--- config.mk ---
export PLATFORM = sky130hd
export DESIGN_NAME = uart_ascii_rx
export DESIGN_NICKNAME = d
export VERILOG_FILES = /design/src/rtl/uart_ascii_rx.sv
export SDC_FILE = /design/constraint.sdc
export NUM_CORES = 1
export LEC_CHECK = 0
export CORE_MARGIN = 3
export CORE_UTILIZATION = 55
export CTS_BUF_LIST = sky130_fd_sc_hd__clkbuf_8 sky130_fd_sc_hd__clkbuf_16
export DETAILED_ROUTE_END_ITERATION = 8
export PLACE_DENSITY = 0.84
export SYNTH_ARGS = -nofsm -noshare
export SYNTH_HDL_FRONTEND = slang
export SYNTH_SLANG_ARGS = --single-unit
--- constraint.sdc ---
create_clock -name clk_pix -period 2.53 [get_ports clk_pix]
set_clock_uncertainty 0.05 [all_clocks]
set_input_delay 0.6325 -clock clk_pix [delete_from_list [all_inputs] [get_ports clk_pix]]
set_output_delay 0.6325 -clock clk_pix [all_outputs]
set_load 0.01 [all_outputs]
--- src/rtl/uart_ascii_rx.sv ---
// UART 8N1 receiver feeding a character/colour parser for a text display buffer.
// ESC (8'h1B) followed by one byte b loads background = b[7:4], foreground = b[3:0].
module uart_ascii_rx #(
  parameter int unsigned CLK_FREQ    = 25000000,
  parameter int unsigned BAUD        = 115200,
  parameter int unsigned ASCII_WIDTH = 8,
  parameter int unsigned COLOR_WIDTH = 4,
  parameter logic [COLOR_WIDTH-1:0] DEFAULT_F = 4'hF,
  parameter logic [COLOR_WIDTH-1:0] DEFAULT_B = 4'h0
) (
  input  logic                   clk_pix,
  input  logic                   rst_n,
  input  logic                   uart_rx,
  output logic [ASCII_WIDTH-1:0] asciiWrite,
  output logic                   dataReady,
  output logic [COLOR_WIDTH-1:0] colorIndexF,
  output logic [COLOR_WIDTH-1:0] colorIndexB,
  output logic                   frame_err
);

  localparam int unsigned CLKS_PER_BIT = CLK_FREQ / BAUD;
  localparam int unsigned CNT_W        = $clog2(CLKS_PER_BIT);
  localparam logic [CNT_W-1:0] HALF_LOAD = CNT_W'(CLKS_PER_BIT / 2 - 1);
  localparam logic [CNT_W-1:0] FULL_LOAD = CNT_W'(CLKS_PER_BIT - 1);
  localparam logic [7:0] ESC_CODE = 8'h1B;

  localparam logic [2:0] IDLE      = 3'd0;
  localparam logic [2:0] START     = 3'd1;
  localparam logic [2:0] DATA      = 3'd2;
  localparam logic [2:0] STOP      = 3'd3;
  localparam logic [2:0] WAIT_HIGH = 3'd4;

  logic                   rx_meta_q, rx_s_q;
  logic [2:0]             state_q, state_d;
  logic [CNT_W-1:0]       cnt_q, cnt_d;
  logic [2:0]             bit_q, bit_d;
  logic [7:0]             shift_q, shift_d;
  logic                   esc_q, esc_d;
  logic [ASCII_WIDTH-1:0] ascii_q, ascii_d;
  logic                   ready_q, ready_d;
  logic                   ferr_q, ferr_d;
  logic [COLOR_WIDTH-1:0] col_f_q, col_f_d;
  logic [COLOR_WIDTH-1:0] col_b_q, col_b_d;
  logic                   byte_ok;

  // Receiver FSM: half-bit start check, mid-bit data sampling, stop-bit validation
  always_comb begin
    state_d = state_q;
    cnt_d   = cnt_q;
    bit_d   = bit_q;
    shift_d = shift_q;
    byte_ok = 1'b0;
    ferr_d  = 1'b0;
    case (state_q)
      IDLE: begin
        if (!rx_s_q) begin
          state_d = START;
          cnt_d   = HALF_LOAD;
        end
      end
      START: begin
        if (cnt_q == '0) begin
          if (!rx_s_q) begin
            state_d = DATA;
            cnt_d   = FULL_LOAD;
            bit_d   = 3'd0;
          end else begin
            state_d = IDLE;
          end
        end else begin
          cnt_d = cnt_q - CNT_W'(1);
        end
      end
      DATA: begin
        if (cnt_q == '0) begin
          shift_d = {rx_s_q, shift_q[7:1]};
          cnt_d   = FULL_LOAD;
          if (bit_q == 3'd7) begin
            state_d = STOP;
          end else begin
            bit_d = bit_q + 3'd1;
          end
        end else begin
          cnt_d = cnt_q - CNT_W'(1);
        end
      end
      STOP: begin
        if (cnt_q == '0) begin
          if (rx_s_q) begin
            byte_ok = 1'b1;
            state_d = IDLE;
          end else begin
            ferr_d  = 1'b1;
            state_d = WAIT_HIGH;
          end
        end else begin
          cnt_d = cnt_q - CNT_W'(1);
        end
      end
      WAIT_HIGH: begin
        if (rx_s_q) begin
          state_d = IDLE;
        end
      end
      default: state_d = IDLE;
    endcase
  end

  // Parser: plain bytes become characters, ESC arms a colour update for the next byte
  always_comb begin
    esc_d   = esc_q;
    ascii_d = ascii_q;
    ready_d = 1'b0;
    col_f_d = col_f_q;
    col_b_d = col_b_q;
    if (byte_ok) begin
      if (esc_q) begin
        col_b_d = COLOR_WIDTH'(shift_q[7:4]);
        col_f_d = COLOR_WIDTH'(shift_q[3:0]);
        esc_d   = 1'b0;
      end else if (shift_q == ESC_CODE) begin
        esc_d = 1'b1;
      end else begin
        ascii_d = ASCII_WIDTH'(shift_q);
        ready_d = 1'b1;
      end
    end
  end

  // State registers with synchronous active-low reset; synchroniser resets to idle-high
  always_ff @(posedge clk_pix) begin
    if (!rst_n) begin
      rx_meta_q <= 1'b1;
      rx_s_q    <= 1'b1;
      state_q   <= IDLE;
      cnt_q     <= '0;
      bit_q     <= 3'd0;
      shift_q   <= 8'd0;
      esc_q     <= 1'b0;
      ascii_q   <= '0;
      ready_q   <= 1'b0;
      ferr_q    <= 1'b0;
      col_f_q   <= DEFAULT_F;
      col_b_q   <= DEFAULT_B;
    end else begin
      rx_meta_q <= uart_rx;
      rx_s_q    <= rx_meta_q;
      state_q   <= state_d;
      cnt_q     <= cnt_d;
      bit_q     <= bit_d;
      shift_q   <= shift_d;
      esc_q     <= esc_d;
      ascii_q   <= ascii_d;
      ready_q   <= ready_d;
      ferr_q    <= ferr_d;
      col_f_q   <= col_f_d;
      col_b_q   <= col_b_d;
    end
  end

  assign asciiWrite  = ascii_q;
  assign dataReady   = ready_q;
  assign colorIndexF = col_f_q;
  assign colorIndexB = col_b_q;
  assign frame_err   = ferr_q;

endmodule
After elaboration in Yosys (flattened, before gate mapping)
Cells that the tools add are included.
- bits of input ports: 3
- flip-flop bits (word level): 43
- logic and storage cells: 73
- reduce and logical (&&, ||, !) cells: 12
- add/subtract/negate cells: 2
- eq/ne operators: 16
- muxes and demuxes: 27
- bitwise logic cells: 4
- operator list (operator ; number):
    8-bit two-way mux ; 5
    3-bit two-way mux ; 11
    8-bit one-hot mux with 4 select lines ; 1
    2-bit inequality test, second input constant ; 9
    3-bit one-hot mux with 5 select lines ; 1
    8-bit by 5-bit == test with 1-bit output, second input constant ; 1
    8-bit logical NOT ; 1
    8-bit by 1-bit subtractor with 8-bit output, second input constant ; 1
    1-bit two-way mux ; 7
    3-bit by 2-bit == test with 1-bit output, second input constant ; 2
    3-bit == test, second input constant ; 2
    3-bit one-hot mux with 2 select lines ; 1
    3-bit AND reduction ; 2
    6-bit AND reduction ; 1
    5-bit AND reduction ; 1
    1-bit inverter ; 4
    2-bit AND reduction ; 2
    4-bit AND reduction ; 1
    4-bit nonzero test ; 1
    3-bit by 1-bit adder with 3-bit output, second input constant ; 1
    3-bit by 1-bit == test with 1-bit output, second input constant ; 1
    3-bit logical NOT ; 1
    3-bit inequality test, second input constant ; 1
    3-bit OR reduction ; 1
    2 further kinds ; 2

Logic depth before layout (Yosys ltp)
Gate-level depths: netlist (run 1).
- word-level depth: 5
- depth in mapped cells: 8
- gate-level depth less buffers: 7

Least setup slack after synthesis (run 1)
OpenSTA, ideal clock, no wires.
- path kind: reg2reg
- start: register cnt_q[0]
- end: register cnt_q[2]
- setup slack: 0.640 ns
- setup time: 0.079 ns
- arrival: 1.761 ns
- period minus slack after synthesis: 1.890 ns
- cell stages (with the launch flop): 8
- data required time: 2.401 ns
- cells stage by stage: dfxtp_1 inv_1 ha_1 nor4b_4 a21oi_1 nor2_1 or4b_2 o211ai_1
- longest elaborated chain between the ends: 3
- elaborated cells between the ends (all ways): 9
- classes of those cells: 1 x add/sub; 2 x eq/ne; 4 x mux; 2 x reduce/logical
- ends and longest elaborated chain (what ; line ; text):
    from (decl) ; 35 ; logic [CNT_W-1:0] cnt_q, cnt_d;
    from (signal assigned) ; 149 ; cnt_q <= cnt_d;
    8-bit by 1-bit subtractor with 8-bit output or 8-bit logical NOT (tied branches) ; n/a ;
    8-bit two-way mux (tied with other cells) ; 88 ; if (cnt_q == '0) begin
    8-bit one-hot mux with 4 select lines or 4-bit AND reduction (tied branches) ; n/a ;
Several ways; a longest one is shown, not always the timed one. The select of a mux whose other input is x is not followed.
A chain may end at the register's enable or synchronous reset.

Final worst setup path (run 1)
- start: register cnt_q[0]
- end: register ascii_q[6], in the netlist asciiWrite[6]
- longest elaborated chain between the ends: 4
- ends and longest elaborated chain (what ; line ; text):
    8-bit logical NOT ; 88 ;
    1-bit two-way mux ; 88 ;
    1-bit two-way mux ; 54 ; case (state_q)
    3-bit AND reduction (no line) ; n/a ;
    to (signal assigned) ; 153 ; ascii_q <= ascii_d;
    to (decl) ; 39 ; logic [ASCII_WIDTH-1:0] ascii_q, ascii_d;
No other way between the ends.

==> results of run 1 <==
[cell usage in the layout (no fill, tap or decap), drive strengths merged, types with 2 or more instances in the layout]
master,netlist,layout
dfxtp,43,43
nand2,29,29
nor2,24,24
clkdlybuf4s50,0,20
a21oi,18,18
mux2i,17,17
nand3,10,10
inv,5,6
o21ai,5,5
clkbuf,8,5
buf,4,5
ha,4,4
or2,3,3
nor3b,3,3
nand2b,3,3
o21a,2,2
and3,2,2
o41ai,2,2
o31ai,2,2
a311oi,2,2
nor4,2,2
nand4b,2,2
o221a,2,2
nand4,2,2
[worst reg2reg max path: stages, from the launching register on]
cell and delay (ns):
dfxtp_1 0.35, inv_1 0.11, ha_1 0.17, nor4b_4 0.34
nand4_1 0.20, or3_1 0.61, mux2i_1 0.24, nor2_1 0.05
[per-stage QoR]
step                      utilization  worst slack, ns  area (um2)
after floorplan                     -            0.640        1970
after global placement          0.643            0.371        2180
after detailed placement        0.643            0.296        2180
after CTS                       0.669            0.271        2270
after global routing            0.669           0.0916        2270
final                           0.669            0.280        2270
[where the power goes]
part	total (uW)	internal [uW]	switching, uW	leakage [uW]
sequential	788	717	70.8	0.000349
combinational	446	176	270	0.000550
clock	423	189	234	0.0000453
total	1660	1080	574	0.000944
[cell type report]
type	instances	share of cell area
timing repair buffer	25	0.105
multi-input combinational	157	0.444
clock inverter	3	0.00718
inverter	5	0.00828
sequential	43	0.380
tap	46	0.0254
clock buffer	5	0.0304
[sequential cells by signal, indices dropped and copies added, names as in the netlist]
register and count:
dataReady 1, esc_q 1, cnt_q 8, colorIndexB 4, frame_err 1, shift_q 8, rx_s_q 1, asciiWrite 8
rx_meta_q 1, state_q 3, colorIndexF 4, bit_q 3
[kinds of logic after synthesis]
group,Yosys count,synth area share
buf+inv,17,0.0515
compound gates,46,0.156
fa+ha+maj,4,0.0254
xor+xnor,1,0.00445
mux,17,0.0865
simple gates,89,0.239
flops,43,0.437
[layer usage]
| layer | vias to the layer above | GRT usage | share of wire |
|---|---|---|---|
| met5 | - | 0 | 0 |
| met4 | 0 | 0.0855 | 0.018 |
| met3 | 8 | 0.0612 | 0.049 |
| met2 | 52 | 0.300 | 0.46 |
| met1 | 784 | 0.276 | 0.47 |
| li1 | 815 | - | - |
[final timing paths]
check                   to  slack, ns  depth (start not counted)
max          asciiWrite[6]       0.28                          7
min                 rx_s_q       0.37                          1
max reg2reg  asciiWrite[6]       0.28                          7
min reg2reg         rx_s_q       0.37                          1
==> metrics.yaml, run 1 <==
outcome:
  status: "completed"
floorplanning:
  ioPinCount: 21
  core_region_area_mm2: 0.00339
  die_h_um: 65.8
  die_x_um: 65.8
  rows: 21
  initial_core_util: 0.581
  die-area_mm2: 0.00433
setup_path:
  r2r_start: "cnt_q[0]"
  path_buf_inv: 1
  cp-startpoint: "cnt_q[0]"
  critPathCaptureType: "register"
  critPathKind: "register to register"
  cpPeakStageDelay_ns: 0.61
  cp_cell_sequence: "inv_1 > ha_1 > nor4b_4 > nand4_1 > or3_1 > mux2i_1 > nor2_1"
  path_delay_family: "simple AND/OR/NAND/NOR gates"
  critical_path_arrival_ns: 2.39
  critPathLaunchType: "register"
  crit_required_ns: 2.67
  crit_fanout: 9
  critPathSlowestCell: "or3_1"
cts:
  clockBufferDepth: 2
  cts_sinks: 43
  clk_latency_ns: 0.30
  holdBufCountCts: 0
  tritoncts: "done"
  cts_root_buffer: "clkbuf_8"
  post_cts_buffers: 0
  cts_made_buffers: 5
  ctsResizeCount: 0
  clkTransAtPathRegs_ns: 0.08
  h-tree-depth: 2
grt:
  gr-total-overflow: 0
  grt_use_total: 0.204
  grt_pass1_vias: 1459
  grt_max_degree: 30
  antenna_found_initial: 0
  grt_pass1_wl_um: 6760
cells_and_area:
  regArea_um2: 861
  fin_nets: 244
  n_antenna_cell: 0
  multiInputGateArea_mm2: 0.00101
  areaGrowthSynthToFinish_pct: 15.1
  drive_gt1_frac: 0.105
  final_cells: 284
  n_fill_cell: 268
power:
  finalPower_uw: 1660
  ir_drop_v: 0.000545
  p_leak_uw: 0.000944
  powerDensity_mw_per_mm2: 731
drt:
  antenna_left: 0
  dr.first_iter.drc_count: 112
  remaining_drc_errors: 0
  dr.pass1.iters: 4
  via_count: 1659
  wire_per_inst_um: 13.8
  avgViaCountPerCell: 5.84
  wl_um: 3920
job:
  maxCapViolCount: 0
sta:
  finalCritPeriodShare: 0.889
  finalCriticalPeriod_ns: 2.25
  finalSetupViolations: 0
  fmax_mhz: 444
  max-slew-margin-rel: 0.511
  tns_ns: 0
  drv_slew: 0
  worstMarginPinSlew_ns: 0.734
  hold_ws_ns: 0.367
  grt_setup_unrepaired: "false"
  final-hold-violation-count: 0
synthesis:
  yosysTopAreaCell: "dfxtp_1"
  synth_edf_count: 0
  avgSynthCellArea_um2: 9.07
  syn_nets: 224
  ys.flop_type: "dfxtp_1"
  ys_warn_count: 0
  yosysTopAreaCellShare: 0.437
  synthTopCellsByArea: "dfxtp_1 (44%), mux2i_1 (8.6%), nand2_1 (5.3%)"
  synth.most_common_cell: "dfxtp_1"
  ys_types: 50
  netlist_top_cells_count: "dfxtp_1 (43), nand2_1 (28), nor2_1 (24)"
  synth_cells: 217
  syn-cell-area_mm2: 0.00197
  yosys_register_bits: 43
  yosysSeqAreaShare: 0.437
  async_reset_ff_frac: 0
hold_path:
  min_path_type: "register to register"
  min_from: "rx_meta_q"
placement:
  finalWeightedCongestion: 0.850
  dpl.cell_count: 276
  hpwl_um: 2670
  io_buffers: 20
Power figures use the tool's default switching activity.
==> inputs of run 2 (changes only) <==
--- a/config.mk
+++ b/config.mk
@@ -13,3 +13,4 @@
 export SYNTH_ARGS = -nofsm -noshare
 export SYNTH_HDL_FRONTEND = slang
 export SYNTH_SLANG_ARGS = --single-unit
+export TNS_END_PERCENT = 100
==> results of run 2 <==
The final DEF is identical to that of run 1; final timing and power are the same.
==> inputs of run 3 (changes only) <==
--- a/config.mk
+++ b/config.mk
@@ -5,10 +5,12 @@
 export SDC_FILE = /design/constraint.sdc
 export NUM_CORES = 1
 export LEC_CHECK = 0
+export CAP_MARGIN = 20
 export CORE_MARGIN = 3
 export CORE_UTILIZATION = 55
 export CTS_BUF_LIST = sky130_fd_sc_hd__clkbuf_8 sky130_fd_sc_hd__clkbuf_16
 export DETAILED_ROUTE_END_ITERATION = 8
+export MAX_ROUTING_LAYER = met4
 export PLACE_DENSITY = 0.84
 export SYNTH_ARGS = -nofsm -noshare
 export SYNTH_HDL_FRONTEND = slang
==> run 3 against run 2 <==
  * Final area is the same
  * Routed wire length grew 0.18%
  * Die area unchanged
  * Critical path depth stayed put
  * Worst setup slack improved by 0.0019 ns
  * Sequential share of layout area unchanged
  * Count of clock-buffer cells in the layout stayed put
  * Hold slack got worse by 0.0015 ns
  * Clock power about the same
==> metrics.yaml, run 3 (synthesis gave the netlist of run 1 again) <==
grt:
  antenna_found_initial: 0
  grt_pass1_vias: 1459
  grt_max_degree: 30
  grt_use_total: 0.210
  gr-total-overflow: 0
  grt_pass1_wl_um: 6770
sta:
  finalSetupViolations: 0
  grt_setup_unrepaired: "false"
  fmax_mhz: 445
  tns_ns: 0
  drv_slew: 0
  finalCriticalPeriod_ns: 2.25
  worstMarginPinSlew_ns: 0.745
  finalCritPeriodShare: 0.888
  final-hold-violation-count: 0
  max-slew-margin-rel: 0.503
floorplanning:
  die_h_um: 65.8
  core_region_area_mm2: 0.00339
  die-area_mm2: 0.00433
  rows: 21
  ioPinCount: 21
  initial_core_util: 0.581
  die_x_um: 65.8
drt:
  avgViaCountPerCell: 5.76
  dr.pass1.iters: 4
  wire_per_inst_um: 13.8
  dr.first_iter.drc_count: 110
  wl_um: 3930
  remaining_drc_errors: 0
  via_count: 1637
  antenna_left: 0
cells_and_area:
  areaGrowthSynthToFinish_pct: 15.1
  n_fill_cell: 268
  fin_util: 0.669
  n_antenna_cell: 0
  final_common_cell: "dfxtp_1"
  final_cell_mix: "dfxtp_1 (43), nand2_1 (28), nor2_1 (24)"
  fin_nets: 244
  drive_gt1_frac: 0.105
cts:
  clockBufferDepth: 2
  tritoncts: "done"
  post_cts_buffers: 0
  clkTransAtPathRegs_ns: 0.08
  cts_made_buffers: 5
  cts_root_buffer: "clkbuf_8"
  holdBufCountCts: 0
  h-tree-depth: 2
  ctsResizeCount: 0
  clk_latency_ns: 0.30
  cts_sinks: 43
setup_path:
  crit_fanout: 9
  critPathLaunchType: "register"
  critPathCaptureType: "register"
  critPathKind: "register to register"
  critical_path_arrival_ns: 2.38
  crit_required_ns: 2.67
placement:
  hpwl_um: 2670
  finalWeightedCongestion: 0.864
  io_buffers: 20
hold_path:
  min_path_type: "register to register"
outcome:
  status: "completed"
power:
  ir_drop_v: 0.000544
  p_leak_uw: 0.000944
  powerDensity_mw_per_mm2: 732
job:
  maxCapViolCount: 0
-- run 3: area by class of cell --
| class | instances | area [um2] | share of cell area |
|---|---|---|---|
| well taps | 46 | 57.6 | 0.0254 |
| inverters | 5 | 18.8 | 0.00828 |
| repair buffers | 25 | 238 | 0.105 |
| clock inverters | 3 | 16.3 | 0.00718 |
| flip-flops and latches | 43 | 861 | 0.380 |
| multi-input cells | 157 | 1010 | 0.444 |
| clock buffers | 5 | 68.8 | 0.0304 |
-- run 3: per-layer routing --
| layer | wire length, um | share of wire | track usage | vias up |
|---|---|---|---|---|
| met5 | 0 | 0 | - | - |
| met3 | 161 | 0.041 | 0.0612 | 6 |
| met4 | 62 | 0.016 | 0.0855 | 0 |
| li1 | - | - | - | 816 |
| met1 | 1900 | 0.48 | 0.277 | 784 |
| met2 | 1810 | 0.46 | 0.300 | 31 |
-- run 3: metrics by stage --
stage	std cells	setup WS [ns]	cell area, um2	hold WS, ns	power (uW)
2_1_floorplan	217	0.640	1970	0.336	1140
3_3_place_gp	276	0.371	2180	0.342	1230
3_5_place_dp	276	0.296	2180	0.348	1240
4_1_cts	284	0.271	2270	0.371	1660
5_1_grt	284	0.0916	2270	0.412	1760
6_report	284	0.282	2270	0.365	1660
-- run 3: path summary, 6_finish.rpt --
kind | startpoint | cells after the start | to | slack (ns)
worst max-delay path | cnt_q[0] | 7 | asciiWrite[6] | 0.28
worst min-delay path | rx_meta_q | 1 | rx_s_q | 0.37
worst max register to register | cnt_q[0] | 7 | asciiWrite[6] | 0.28
worst min register to register | rx_meta_q | 1 | rx_s_q | 0.37
-- run 3: critical path, cell delays in order, from the launching register on --
cell     delay (ns)
dfxtp_1        0.35
inv_1          0.11
ha_1           0.17
nor4b_4        0.34
nand4_1        0.20
or3_1          0.61
mux2i_1        0.24
nor2_1         0.05
-- run 3: power by group --
part           leakage (uW)  internal (uW)  switching, uW  total (uW)
logic              0.000550            176            271         447
clock network     0.0000453            189            234         423
registers          0.000349            717           70.4         788
total              0.000944           1080            575        1660
==> variant 1, RTL diff (config.mk and constraints of run 2) <==
Put one more register stage on the output `frame_err`, with the module's reset. The value now appears one clock later. The other outputs are not delayed to match.
--- a/src/rtl/uart_ascii_rx.sv
+++ b/src/rtl/uart_ascii_rx.sv
@@ -163,5 +163,11 @@
   assign colorIndexF = col_f_q;
   assign colorIndexB = col_b_q;
-  assign frame_err   = ferr_q;
+  always_ff @(posedge clk_pix) begin
+    if (!rst_n) begin
+      frame_err <= '0;
+    end else begin
+      frame_err <= ferr_q;
+    end
+  end
 
 endmodule
Check against the original RTL: no difference found for any inputs over 10 cycles, from zero or initial values and one cycle with rst_n low; that may be too few to reach the edited logic, so the function may still have changed.
==> variant 1 against run 2 <==
  * Synthesized area down 0.25%
  * Design area up 2.2%
  * First-iteration DRC count up 36%
  * Routed wire length up 1.2%
  * Sequential cell count up 1
  * Setup slack worse by 140 ps
  * Sequential share of layout area about the same
Power is not compared: it rests on default switching activity, and its combinational part moved more than twofold at a synthesized area within 25%.
==> variant 1: results <==
[worst_setup_path]
critical_path_arrival_ps = 2570
cp-start-kind = flop
crit_slowest_cell = or4_1
cp_max_fo = 8
critical-path-top-delay-family = simple AND/OR/NAND/NOR gates

[global_route]
grt_max_degree = 29
grt_use_met3_pct = 5.299
grt_usage_pct = 20.30
grt_pass1_wl_mm = 6.851
grt_pass1_vias = 1510
antenna_found_initial = 0
gr-usage-met1_pct = 29.17
met2_usage_pct = 29.04

[cells_and_area]
drive_above_1_share_pct = 6.098
antennaDiodeCount = 0
nNetsFinal = 252
num-fill-cells = 263

[power_and_ir_drop]
powerComb_uw = 157
combinationalPowerShare_pct = 10.9
power.internal_mw = 1.096
power_leakage_nw = 0.9013
seq_power_uw = 725

[synthesis]
synth_area_leaders = dfxtp_1 45%, nand3_1 6.6%, a21oi_1 5.6%, mux2i_1 4.6%, o21ai_0 4.6%
netlist_top_cells_count = 44 x dfxtp_1, 26 x nand3_1, 22 x a21oi_1
syn-num-nets = 235
synth_mux_area_share_pct = 4.589
async_flop_share_pct = 0
synth_compound_area_share_pct = 20.33
ys_seq_area_share_pct = 44.87
synthAdderAreaFrac_pct = 2.549
synth-xor-area-share_pct = 0.4461
yosysUniqueCellTypes = 46
synth_cells = 228

[drt]
wl_met2_mm = 1.698
wl_met3_microns = 218
drt_iter0_drc = 152
routedWlPerCell_microns = 13.60
vias = 1700
wl_mm = 3.970
drt-met1-wl_mm = 1.985

[placement]
globalplace.congestion = 0.8406
dp_slack_ps = 167.6
placed_cells_incl_taps = 284
dpl_cell_area_sq_um = 2195
dp_hpwl_mm = 2.605

[clocking]
h-tree-depth = 2

[die]
die_width_microns = 65.75

[timing]
relSlewSlack_pct = 61.62

[run_status]
status = finished clean
-- variant 1: cell count changes after synthesis, sizes merged, moves of 3 or more --
cell    delta
inv        +3
nand2     -13
nor3       +4
mux2i      -8
a221oi     +3
or4        +4
a21oi      +4
o21ai     +13
nor2      -10
clkbuf     +4
buf        -3
nand3     +16
-- variant 1: final cells by class --
| type | instances | area (sq um) | share of cell area [%] |
|---|---|---|---|
| Multi-Input combinational cell | 163 | 1003 | 43.33 |
| Sequential cell | 44 | 880.8 | 38.03 |
| Timing Repair Buffer | 23 | 222.7 | 9.616 |
| Clock buffer | 6 | 82.58 | 3.566 |
| Tap cell | 46 | 57.56 | 2.485 |
| Clock inverter | 2 | 38.79 | 1.675 |
| Inverter | 8 | 30.03 | 1.297 |
-- variant 1: path summary, 6_finish.rpt --
check / to / slack [ps] / cells past startpoint
max: bit_q[0] / 140 / 6
min: rx_s_q / 360 / 1
max reg2reg: bit_q[0] / 140 / 6
min reg2reg: rx_s_q / 360 / 1
==> variant 2, RTL diff (flow settings as in run 2) <==
Made on the original files. Change the parameter `BAUD` from 115200 to 230400.
--- a/src/rtl/uart_ascii_rx.sv
+++ b/src/rtl/uart_ascii_rx.sv
@@ -3,5 +3,5 @@
 module uart_ascii_rx #(
   parameter int unsigned CLK_FREQ    = 25000000,
-  parameter int unsigned BAUD        = 115200,
+  parameter int unsigned BAUD        = 230400,
   parameter int unsigned ASCII_WIDTH = 8,
   parameter int unsigned COLOR_WIDTH = 4,
Check against the original RTL: no difference found for any inputs over 10 cycles, from zero or initial values and one cycle with rst_n low; that may be too few to reach the edited logic, so the function may still have changed.
==> variant 2 against run 2 <==
  * First-iteration DRC count up 58%
  * Setup slack better by 18 ps
  * Count of clock-buffer cells in the layout unchanged
  * Design area up 1.2%
  * Sequential share of layout area down 1.3 points
  * Routed wire length down 8.5%
  * Synthesized area down 0.64%
  * Sequential cell count down 1
  * Critical endpoint is now cnt_q[4]
Power is not compared: it rests on default switching activity, and its combinational part moved more than twofold at a synthesized area within 25%.
==> variant 2: results <==
[clocking]
cts_buffer_depth = 2
h-tree-depth = 2
path_clk_slew_ps = 80
root_buffer = clkbuf_8
clock_latency_ps = 290
post_cts_resized = 0
cts_made_buffers = 5

[worst_setup_path]
critical-path-top-delay-family = compound AO/OA/AOI/OAI gates
crit_slowest_cell = or4b_1
slowest_delay_ps = 590
cp_max_fo = 7
critical_path_arrival_ps = 2370

[global_route]
grt_usage_pct = 18.68
grt_pass1_wl_mm = 6.334
grt_max_degree = 52
grt_pass1_vias = 1409

[drt]
firstDrtPassIters = 4
vias_per_cell = 5.531
drt_iter0_drc = 177
wl_mm = 3.588

[run_status]
status = finished clean

[synthesis]
synth-edff-count = 0
netlist_top_cells_count = 42 x dfxtp_1, 32 x nand2_1, 26 x mux2i_1
synth_cells = 209
yosysUniqueCellTypes = 42
synth_area_leaders = dfxtp_1 43%, mux2i_1 13%, nand2_1 6.1%, nor2b_1 4.8%, ha_1 2.6%
yosys_warnings = 0
syn-num-nets = 216
async_flop_share_pct = 0
ys_seq_area_share_pct = 42.99

[cells_and_area]
num-fill-cells = 268
final_cell_count_no_fill = 277
antennaDiodeCount = 0
drive_above_1_share_pct = 10.39
nNetsFinal = 237

[placement]
globalplace.congestion = 0.8807
placed_cells_incl_taps = 269
dp_slack_ps = 370.0
dp_hpwl_mm = 2.453

[timing]
tightest_slew_ps = 488.2

[min_path]
hold_class = flop to flop
## variant 2: cell types whose count changed after synthesis, sizes merged, moves of 3 or more
cell    before  now
nand3       10    6
mux2i       17   26
nor2        24    7
a21boi       1    5
nor2b        0   15
a21oi       18    1
nor3         1    4
nand2       29   32
## variant 2: logic make-up after synthesis
group	after synthesis	share of synthesized area [%]
and+or+nand+nor	91	25.78
buffers and inverters	14	2.815
muxes	26	13.31
AOI/OAI and AO/OA	31	12.09
xor gates and xnor gates	1	0.4479
adders and majority gates	4	2.559
DFF	42	42.99
## variant 2: layout make-up
class                      instances  share of cell area (%)
clock inverter                     3                  0.7638
tap                               46                   2.510
clock buffer                       5                   3.001
sequential                        42                   36.66
multi-input combinational        153                   46.21
timing repair buffer              25                   10.37
inverter                           3                  0.4910
## variant 2: final timing paths
path | start | end | slack [ps] | cells after the start
setup / recovery | cnt_q[0] | cnt_q[4] | 300 | 6
hold reg to reg | rx_meta_q | rx_s_q | 390 | 1
setup reg to reg | cnt_q[0] | cnt_q[4] | 300 | 6
hold / removal | rx_meta_q | rx_s_q | 390 | 1
## variant 2: metal layers
metal / routed length (microns) / part of all wire (%) / global-route usage, %
met4: 50 / 1.4 / 8.290
met2: 1546 / 43 / 26.53
met5: 0 / 0 / 0
met3: 195 / 5.4 / 5.812
met1: 1795 / 50 / 25.72
## variant 2: power groups by stage
stage / sequential, mW / combinational [mW] / clock (mW)
4_1_cts: 0.693 / 0.150 / 0.424
3_5_place_dp: 0.708 / 0.149 / 0
2_1_floorplan: 0.702 / 0.121 / 0
6_report: 0.693 / 0.152 / 0.412
5_1_grt: 0.696 / 0.169 / 0.454
3_3_place_gp: 0.708 / 0.147 / 0
## variant 2: per-stage QoR
stage                     hold WS (ps)  util (%)  area [sq um]
after detailed placement         378.9     65.12          2207
final                            387.4     67.66          2293
after global placement           358.6     65.12          2207
after floorplan                  336.3         -          1956
after CTS                        402.7     67.66          2293
after global routing             439.1     67.66          2293
## variant 2: worst register-to-register path: stages, from the launching register on
cell and delay [ps]:
dfxtp_1 340, inv_1 80, ha_1 150, or4b_1 590, o21ai_0 450, a22oi_1 170
o221a_2 280
